$ cat src/rtl/mmio_uart_tx.sv
// Memory-mapped 8N1 UART transmitter: byte FIFO in front of a START/DATA/STOP serialiser.
// Latency: a read is answered one cycle after the request; a DATA write to an idle line drops txd two cycles later.
// Backpressure: none on the bus; a DATA write to a full FIFO is dropped and latches the sticky ovf flag.
//
// Ports:
//   clk    - single clock
//   rst    - asynchronous active-low reset; forces txd high at once and discards queued bytes
//   oe     - one-cycle bus access strobe
//   addr   - byte address; 0xf0000100 = DATA, 0xf0000104 = STAT, anything else is ignored
//   wdata  - write data; [7:0] is the byte for DATA, [2] is the ovf clear bit for STAT
//   we     - byte write enables; any nonzero value makes the access a write
//   rdata  - read data, nonzero only while ready is high
//   ready  - one-cycle read response pulse
//   txd    - serial output, idles high
//   busy   - FIFO non-empty or a frame in flight
//
// Parameter ranges: 2 <= DIV <= 65535, 1 <= FIFO_LOG2 <= 7.

module mmio_uart_tx #(
   parameter int unsigned DIV       = 868,
   parameter int unsigned FIFO_LOG2 = 4
) (
   input  logic        clk,
   input  logic        rst,
   input  logic        oe,
   input  logic [31:0] addr,
   input  logic [31:0] wdata,
   input  logic [3:0]  we,
   output logic [31:0] rdata,
   output logic        ready,
   output logic        txd,
   output logic        busy
);

   localparam int unsigned DEPTH     = 1 << FIFO_LOG2;
   localparam int unsigned PW        = FIFO_LOG2 + 1;
   localparam logic [31:0] ADDR_DATA = 32'hf000_0100;
   localparam logic [31:0] ADDR_STAT = 32'hf000_0104;
   localparam logic [15:0] BAUD_LAST = 16'(DIV - 1);

   typedef enum logic [1:0] {
      S_IDLE,
      S_START,
      S_DATA,
      S_STOP
   } state_t;

   // ------------------------------------------------------------------
   // Bus decode
   // ------------------------------------------------------------------
   logic sel_data;
   logic sel_stat;
   logic is_wr;
   logic rd_req;
   logic push_req;
   logic push;
   logic pop;

   assign is_wr    = |we;
   assign sel_data = oe && (addr == ADDR_DATA);
   assign sel_stat = oe && (addr == ADDR_STAT);
   assign rd_req   = (sel_data || sel_stat) && !is_wr;
   assign push_req = sel_data && is_wr;

   // Only the low byte carries data; the rest of the write bus is ignored.
   logic unused_wdata;
   assign unused_wdata = ^wdata[31:8];

   // ------------------------------------------------------------------
   // Byte FIFO: pointers carry one extra wrap bit so full and empty are
   // distinguishable without a separate occupancy counter.
   // ------------------------------------------------------------------
   logic [7:0]    mem [DEPTH];
   logic [PW-1:0] wr_ptr;
   logic [PW-1:0] rd_ptr;
   logic [PW-1:0] fill;
   logic [7:0]    count8;
   logic [7:0]    head;
   logic          fifo_full;
   logic          fifo_empty;

   assign fifo_empty = (wr_ptr == rd_ptr);
   assign fifo_full  = (wr_ptr[PW-1] != rd_ptr[PW-1]) &&
                       (wr_ptr[PW-2:0] == rd_ptr[PW-2:0]);
   assign fill       = wr_ptr - rd_ptr;
   assign count8     = 8'(fill);
   assign head       = mem[rd_ptr[PW-2:0]];

   // Full is judged on the pre-edge state, so a push that coincides with a
   // pop from a full FIFO is still dropped.
   assign push = push_req && !fifo_full;

   always_ff @(posedge clk or negedge rst) begin
      if (!rst) begin
         wr_ptr <= '0;
         rd_ptr <= '0;
      end else begin
         if (push) begin
            wr_ptr <= wr_ptr + PW'(1);
         end
         if (pop) begin
            rd_ptr <= rd_ptr + PW'(1);
         end
      end
   end

   // Storage needs no reset: an entry is only read after it has been written.
   always_ff @(posedge clk) begin
      if (push) begin
         mem[wr_ptr[PW-2:0]] <= wdata[7:0];
      end
   end

   // ------------------------------------------------------------------
   // Sticky overflow flag; a drop in the same cycle wins over a clear.
   // ------------------------------------------------------------------
   logic ovf;

   always_ff @(posedge clk or negedge rst) begin
      if (!rst) begin
         ovf <= 1'b0;
      end else if (push_req && fifo_full) begin
         ovf <= 1'b1;
      end else if (sel_stat && is_wr && wdata[2]) begin
         ovf <= 1'b0;
      end
   end

   // ------------------------------------------------------------------
   // Serialiser
   // ------------------------------------------------------------------
   state_t      state;
   logic [15:0] baud_cnt;
   logic [2:0]  bit_idx;
   logic [7:0]  shreg;
   logic        baud_last;

   assign baud_last = (baud_cnt == BAUD_LAST);

   // The head byte is taken either from idle or on the final STOP cycle,
   // which is what makes queued frames run back to back with no idle gap.
   assign pop = !fifo_empty &&
                ((state == S_IDLE) || ((state == S_STOP) && baud_last));

   always_ff @(posedge clk or negedge rst) begin
      if (!rst) begin
         state    <= S_IDLE;
         baud_cnt <= '0;
         bit_idx  <= '0;
         shreg    <= '0;
         txd      <= 1'b1;
      end else begin
         case (state)
            S_IDLE: begin
               txd <= 1'b1;
               if (pop) begin
                  state    <= S_START;
                  shreg    <= head;
                  baud_cnt <= '0;
                  txd      <= 1'b0;
               end
            end

            S_START: begin
               if (baud_last) begin
                  state    <= S_DATA;
                  baud_cnt <= '0;
                  bit_idx  <= '0;
                  txd      <= shreg[0];
               end else begin
                  baud_cnt <= baud_cnt + 16'd1;
               end
            end

            S_DATA: begin
               if (baud_last) begin
                  baud_cnt <= '0;
                  if (bit_idx == 3'd7) begin
                     state <= S_STOP;
                     txd   <= 1'b1;
                  end else begin
                     // Shift and present the next bit in the same edge so
                     // shreg[0] always holds the bit currently on the line.
                     bit_idx <= bit_idx + 3'd1;
                     shreg   <= {1'b0, shreg[7:1]};
                     txd     <= shreg[1];
                  end
               end else begin
                  baud_cnt <= baud_cnt + 16'd1;
               end
            end

            S_STOP: begin
               if (baud_last) begin
                  baud_cnt <= '0;
                  if (pop) begin
                     state <= S_START;
                     shreg <= head;
                     txd   <= 1'b0;
                  end else begin
                     state <= S_IDLE;
                     txd   <= 1'b1;
                  end
               end else begin
                  baud_cnt <= baud_cnt + 16'd1;
               end
            end

            default: begin
               state    <= S_IDLE;
               baud_cnt <= '0;
               txd      <= 1'b1;
            end
         endcase
      end
   end

   assign busy = !fifo_empty || (state != S_IDLE);

   // ------------------------------------------------------------------
   // Read response: status is captured from the request cycle's pre-edge
   // state and presented for exactly one cycle.
   // ------------------------------------------------------------------
   logic        fsm_active;
   logic [31:0] rd_val;

   assign fsm_active = (state != S_IDLE);

   always_comb begin
      rd_val = '0;
      if (sel_stat) begin
         rd_val = {16'b0, count8, 5'b0, ovf, fsm_active, fifo_empty};
      end else begin
         rd_val = {31'b0, !fifo_full};
      end
   end

   always_ff @(posedge clk or negedge rst) begin
      if (!rst) begin
         ready <= 1'b0;
         rdata <= '0;
      end else begin
         ready <= rd_req;
         rdata <= rd_req ? rd_val : 32'b0;
      end
   end

endmodule

$ cat config.mk
export PLATFORM = sky130hd
export DESIGN_NAME = mmio_uart_tx
export DESIGN_NICKNAME = d
export VERILOG_FILES = /design/src/rtl/mmio_uart_tx.sv
export SDC_FILE = /design/constraint.sdc
export NUM_CORES = 1
export LEC_CHECK = 0
export CORE_AREA = 2 2 125 127
export CTS_CLUSTER_DIAMETER = 100
export DETAILED_ROUTE_END_ITERATION = 7
export DIE_AREA = 0 0 127 129
export PLACE_DENSITY = 0.84
export RECOVER_POWER = 25
export REMOVE_ABC_BUFFERS = 1
export SETUP_SLACK_MARGIN = 0.02
export SYNTH_ARGS = -nofsm -noshare
export SYNTH_HDL_FRONTEND = slang
export SYNTH_SLANG_ARGS = --single-unit
$ cat constraint.sdc
create_clock -name clk -period 4.14 [get_ports clk]
set_clock_uncertainty 0.05 [all_clocks]
set_input_delay 1.242 -clock clk [delete_from_list [all_inputs] [get_ports clk]]
set_output_delay 1.242 -clock clk [all_outputs]
set_load 0.03 [all_outputs]
==> impl_metrics.tcl, run 1 <==
set metrics [dict create \
    routed_wl_mm 17.80 \
    synth_edf_count 128 \
    finalCriticalPeriod_ns 3.931 \
    grt_pass1_wl_mm 28.05 \
    area_growth_pct 16.80 \
    path_class "register to output port" \
    dieWidth_um 127 \
    seqPwrFrac_pct 52.8 \
    required_ns 2.85 \
    routed_via_density 5.969 \
    die_h_um 129 \
    violations "max-capacitance violations" \
    yosysTopAreaCell "edfxtp_1" \
    clk_pin_slew_ns 0.07 \
    report.final.slew_viol_count 0 \
    synth_area_leaders "edfxtp_1 (48%), dfrtp_1 (15%), mux2i_1 (4.0%)" \
    final_core_util_pct 63.02 \
    swShare_pct 22.36 \
    setup_viol 0 \
    fin_crit_sh_pct 94.96 \
    tightest_slew_ns 1.500 \
    synthDistinctLibCells 55 \
    placementRows 45 \
    layout-drive-gt1-share_pct 10.01 \
    htreeDepth 4 \
    first_iter_violations 586 \
    whs_ns 0.4451 \
    gp_congestion 0.8313 \
    synth.avg_cell_area_um2 13.79 \
    yosysTopAreaCellShare_pct 47.57 \
    yosys_warnings 0 \
    startpoint_type "register" \
    cp-end-kind "output port" \
    ys_seq_area_share_pct 63.07 \
    hold_viol_final 0 \
    grt_pass1_vias 5171 \
    port_buffers 57 \
    grt_max_degree 60 \
    status "complete, but fails checks" \
    pwr-share-comb_pct 2.9 \
    hold_path.class "register to register" \
    p_sw_mw 0.8096 \
    crit_fanout 9 \
    clk_latency_ns 0.43 \
    dp_hpwl_mm 11.62 \
    synth_seq_cells 178 \
    antenna_found_initial 0 \
    ioPinCount 106 \
    ys.flop_type "edfxtp_1" \
    dr.pass1.iters 5 \
    regArea_um2 5097 \
    p_per_area_nw_per_um2 383.6 \
    r2r.worst_path.cells 6 \
    pre_cts_ws_ns 0.2930 \
    fillCellCount 1042 \
    multiInputGateArea_um2 2678 \
    clock.fmax_mhz 254.4 \
    vias 5175 \
    nNetsFinal 755 \
    grt_setup_unrepaired "false" \
    design_area_um2 9438 \
    total_power_mw 3.620 \
    cts_tree "built" \
    arrival_ns 2.64 \
    vdd_drop_max_mv 0.3465 \
    p_leak_nw 3.653 \
    core_um2 14980 \
    wl_per_cell_um 20.52 \
    ant_nets 0 \
    internal-power_mw 2.811 \
    netlist_instances 586 \
    fp.dieArea_um2 16380 \
    hold_depth 1 \
    num_antenna_cells 0 \
    clk_path_buf_depth 2 \
    placed_cell_area_um2 8857 \
    grt_usage_pct 22.68 \
    drc 0 \
    grt-ovfl-total 0 \
    clock_power_share_pct 44.3 \
    cts.sinks 178 \
    max_slew_margin_pct 0.008134 \
    cts_made_buffers 17 \
    ys_async_sr_fraction_pct 28.09 \
    setup_slack_ns 0.2086 \
    start_util_pct 53.95 \
    drv_cap 1 \
    ctsRootBufferMaster "clkbuf_16" \
    synth.cell_area_um2 8080 \
]
==> cells by family after synthesis <==
| logic type | Yosys count | share of synthesized area (%) |
|---|---|---|
| compound gates | 102 | 8.470 |
| xor+xnor | 17 | 1.843 |
| fa+ha+maj | 18 | 2.880 |
| buf+inv | 68 | 4.862 |
| flops | 178 | 63.07 |
| mux | 49 | 8.795 |
| other cells | 1 | 0.04641 |
| simple gates | 153 | 10.03 |
==> final timing paths <==
kind                            startpoint          end  slack, ns
worst max-delay path             rd_ptr[3]         busy       0.21
worst max register to register   rd_ptr[0]     shreg[2]       1.18
max in group asynchronous              rst    rd_ptr[0]       1.06
worst min-delay path              shreg[3]     shreg[3]       0.45
worst min register to register    shreg[3]     shreg[3]       0.45
min in group asynchronous              rst  baud_cnt[4]       1.11
==> timing repair <==
| item | in CTS | in global routing |
|---|---|---|
| hold buffers | 0 | 0 |
| buffers inserted | 0 | 0 |
| setup endpoints to repair | 1 | 0 |
| gates resized for setup | 1 | 0 |
==> power groups by stage <==
stage / Clock [mW] / Sequential (mW) / Combinational [mW]
floorplan: 0 / 1.95 / 0.0310
global placement: 0 / 1.95 / 0.101
detailed placement: 0 / 1.95 / 0.106
CTS: 1.62 / 1.91 / 0.106
global route: 1.70 / 1.91 / 0.113
finish: 1.60 / 1.91 / 0.106
==> cell usage in the layout, fill, tap and decap left out, types with 6 or more instances in the layout <==
cell / n
nor3_1: 18
inv_1: 20
nand4_1: 11
o22a_1: 7
conb_1: 24
dfrtp_1: 48
or3_1: 8
a211oi_1: 8
o21ai_0: 45
a32o_1: 6
clkbuf_16: 17
nand3_1: 8
a21oi_1: 6
mux4_1: 8
clkdlybuf4s50_1: 52
a22o_1: 8
xnor2_1: 12
mux4_2: 7
edfxtp_1: 128
buf_4: 25
nor4_1: 11
mux2i_1: 32
a2111oi_0: 7
ha_1: 17
nor2_1: 33
nand2_1: 30
==> Yosys cell counts (11+ instances only) <==
master / count
nand2_1: 30
nor2_1: 33
nor3_1: 18
buf_4: 24
mux2i_1: 32
inv_1: 20
nand4_1: 11
ha_1: 17
edfxtp_1: 128
nor4_1: 11
xnor2_1: 12
o21ai_0: 45
dfrtp_1: 49
==> final cells by class <==
class	instances	area share, %
clock buffers	17	4.507
clock inverters	15	1.710
well taps	188	2.492
multi-input cells	363	28.37
flip-flops and latches	178	54.01
inverters	23	0.9148
repair buffers	83	7.994
==> routing by layer <==
| layer | vias to the layer above | GRT usage (%) | wire (um) |
|---|---|---|---|
| met3 | 28 | 4.241 | 872 |
| met5 | - | 0 | 0 |
| met4 | 0 | 7.628 | 283 |
| met2 | 207 | 41.08 | 9562 |
| li1 | 2348 | - | - |
| met1 | 2592 | 27.55 | 7077 |
==> stage by stage <==
stage               cells  setup TNS [ns]
floorplan             564          -4.827
global placement      835               0
detailed placement    835               0
CTS                   867               0
global route          867               0
finish                867               0
==> critical path: stages, from the launching register on <==
cell and delay (ns):
dfrtp_1 0.35, clkinv_1 0.24, ha_1 0.45, nand4_1 0.18, nor2_1 0.18, and2_1 0.17, clkinv_1 0.21, dlygate4sd2_1 0.43
==> registers in the layout, indices dropped and copies added, names as in the netlist <==
signal,count
bit_idx,3
baud_cnt,16
shreg,8
mem,128
state,2
ovf,1
wr_ptr,5
ready,1
rdata,8
txd,1
rd_ptr,5
(Power assumes the default switching activity.)
==> run 2, diff against run 1 <==
Settings changed: PLACE_DENSITY 0.84 to default, PLACE_DENSITY_LB_ADDON from default to 0.25.
==> impl_metrics.tcl, run 2 (same netlist as run 1, synthesis figures left out) <==
set metrics [dict create \
    hold_viol_final 0 \
    required_ns 2.85 \
    clk_path_buf_depth 2 \
    clk_latency_ns 0.43 \
    start_util_pct 53.95 \
    largest_register_ffs 128 \
    wl_per_cell_um 18.70 \
    arrival_ns 2.58 \
    dp_cells 833 \
    total_power_mw 3.561 \
    design_area_um2 9409 \
    reg2reg_to "shreg[2]" \
    vdd_drop_max_mv 0.4087 \
    critical_path.max_stage_delay_ns 0.44 \
    r2r.worst_path.cells 6 \
    hold_depth 2 \
    drv_cap 1 \
    first_iter_violations 409 \
    startpoint_type "register" \
    fin_crit_sh_pct 93.49 \
    fp.dieArea_um2 16380 \
    whs_ns 0.4314 \
    dieWidth_um 127 \
    finalCriticalPeriod_ns 3.870 \
    cts_tree "built" \
    rrSetupSlack_ns 1.18 \
    grt_max_degree 60 \
    crit_slowest_cell "dlygate4sd2_1" \
    r2r-start "rd_ptr[0]" \
    status "complete, but fails checks" \
    grt_usage_pct 20.95 \
    max_slew_margin_pct -75.93 \
    p_per_area_nw_per_um2 378.5 \
    grt-ovfl-total 0 \
    htreeDepth 4 \
    clock_power_share_pct 43.4 \
    path_class "register to output port" \
    grt_pass1_wl_mm 25.85 \
    swShare_pct 21.51 \
    vias 4964 \
    cts-hold-fix-buffers 0 \
    cp-end-kind "output port" \
    seqPwrFrac_pct 53.7 \
    final_common_cell "edfxtp_1" \
    setup_tns_ns 0 \
    cts_made_buffers 17 \
    grt_pass1_vias 5008 \
    pwr-share-comb_pct 2.9 \
    antenna_found_initial 0 \
    fillCellCount 1112 \
    internal-power_mw 2.795 \
    num_antenna_cells 0 \
    crit_fanout 9 \
    whs_endpoint "txd" \
    dr.pass1.iters 7 \
    routed_wl_mm 16.16 \
    setup_viol 0 \
    hold_start "txd" \
    layout-drive-gt1-share_pct 10.06 \
    ant_nets 0 \
    p_sw_mw 0.7659 \
    gp_congestion 0.8432 \
    drc 0 \
    report.final.slew_viol_count 51 \
    crit_chain "clkinvlp_4 -> ha_1 -> nand4_1 -> nor2_1 -> and2_1 -> clkinv_1 -> dlygate4sd2_1" \
    tightest_slew_ns 2.639 \
    routed_via_density 5.745 \
    dp_hpwl_mm 11.01 \
    p_leak_nw 3.642 \
    hold_path.class "register to register" \
    area_growth_pct 16.44 \
    clk_pin_slew_ns 0.07 \
    grt_setup_unrepaired "false" \
    ioPinCount 106 \
    nNetsFinal 753 \
    port_buffers 57 \
    final_cell_mix "edfxtp_1 (128), clkdlybuf4s50_1 (52), dfrtp_1 (48)" \
    die_h_um 129 \
    clock.fmax_mhz 258.4 \
    core_um2 14980 \
    instances_no_fill 864 \
    placementRows 45 \
    placed_cell_area_um2 8842 \
    violations "max-capacitance violations, max-slew violations" \
    ctsRootBufferMaster "clkbuf_16" \
    cts.sinks 178 \
]
==> run 2: cell types whose count changed in the layout (fill, tap and decap cells not counted), sizes merged <==
cell / delta
clkbuf: -1
buf: -1
clkinv: +1
inv: -2
==> run 2: per-layer routing <==
layer | wire length, um | GRT usage [%] | share of wire [%]
met1 | 6853 | 26.36 | 42
met2 | 8421 | 36.40 | 52
met3 | 610 | 4.532 | 3.8
met4 | 273 | 7.111 | 1.7
met5 | 0 | 0 | 0
==> run 2: area by class of cell <==
cell class	instances	area (um2)	area share, %
well taps	188	235.2	2.500
repair buffers	81	743.2	7.899
flip-flops and latches	178	5097	54.18
multi-input cells	363	2678	28.46
inverters	23	90.09	0.9574
clock inverters	14	140.1	1.489
clock buffers	17	425.4	4.521
==> run 2: worst max-delay path: cells and delay by family, from the launching register on <==
kind / cells / cell delay (ns)
buf+inv: 3 / 0.89
simple gates: 3 / 0.46
fa+ha+maj: 1 / 0.41
flops: 1 / 0.39
==> run 2: per-stage QoR <==
step	util, %	setup WS [ns]
4_1_cts	62.81	0.1958
2_1_floorplan	-	-0.4361
6_report	62.82	0.2696
5_1_grt	62.82	0.07667
3_3_place_gp	59.04	0.4782
3_5_place_dp	59.04	0.4183
==> run 2: power by group through the flow <==
stage          combinational (mW)  clock, mW  sequential, mW
2_1_floorplan              0.0310          0            1.95
3_3_place_gp                0.100          0            1.95
3_5_place_dp                0.104          0            1.95
4_1_cts                     0.104       1.57            1.91
5_1_grt                     0.111       1.63            1.91
6_report                    0.103       1.55            1.91
==> run 2: what timing repair did <==
item,in CTS,in global routing
setup buffers,0,0
resized for setup,1,1
hold endpoints to repair,0,0
endpoints found under the setup margin,1,1
pin swaps,0,0
==> run 2: worst max-delay path by stage <==
stage | start | endpoint | slack, ns | depth (start not counted)
after floorplan | rd_ptr[0] | busy | -0.44 | 5
after global placement | rd_ptr[2] | busy | 0.48 | 7
after detailed placement | addr[1] | mem[15][3] | 0.42 | 7
after CTS | rd_ptr[2] | busy | 0.20 | 7
after global routing | rst | rd_ptr[0] | 0.08 | 1
final | rd_ptr[2] | busy | 0.27 | 7
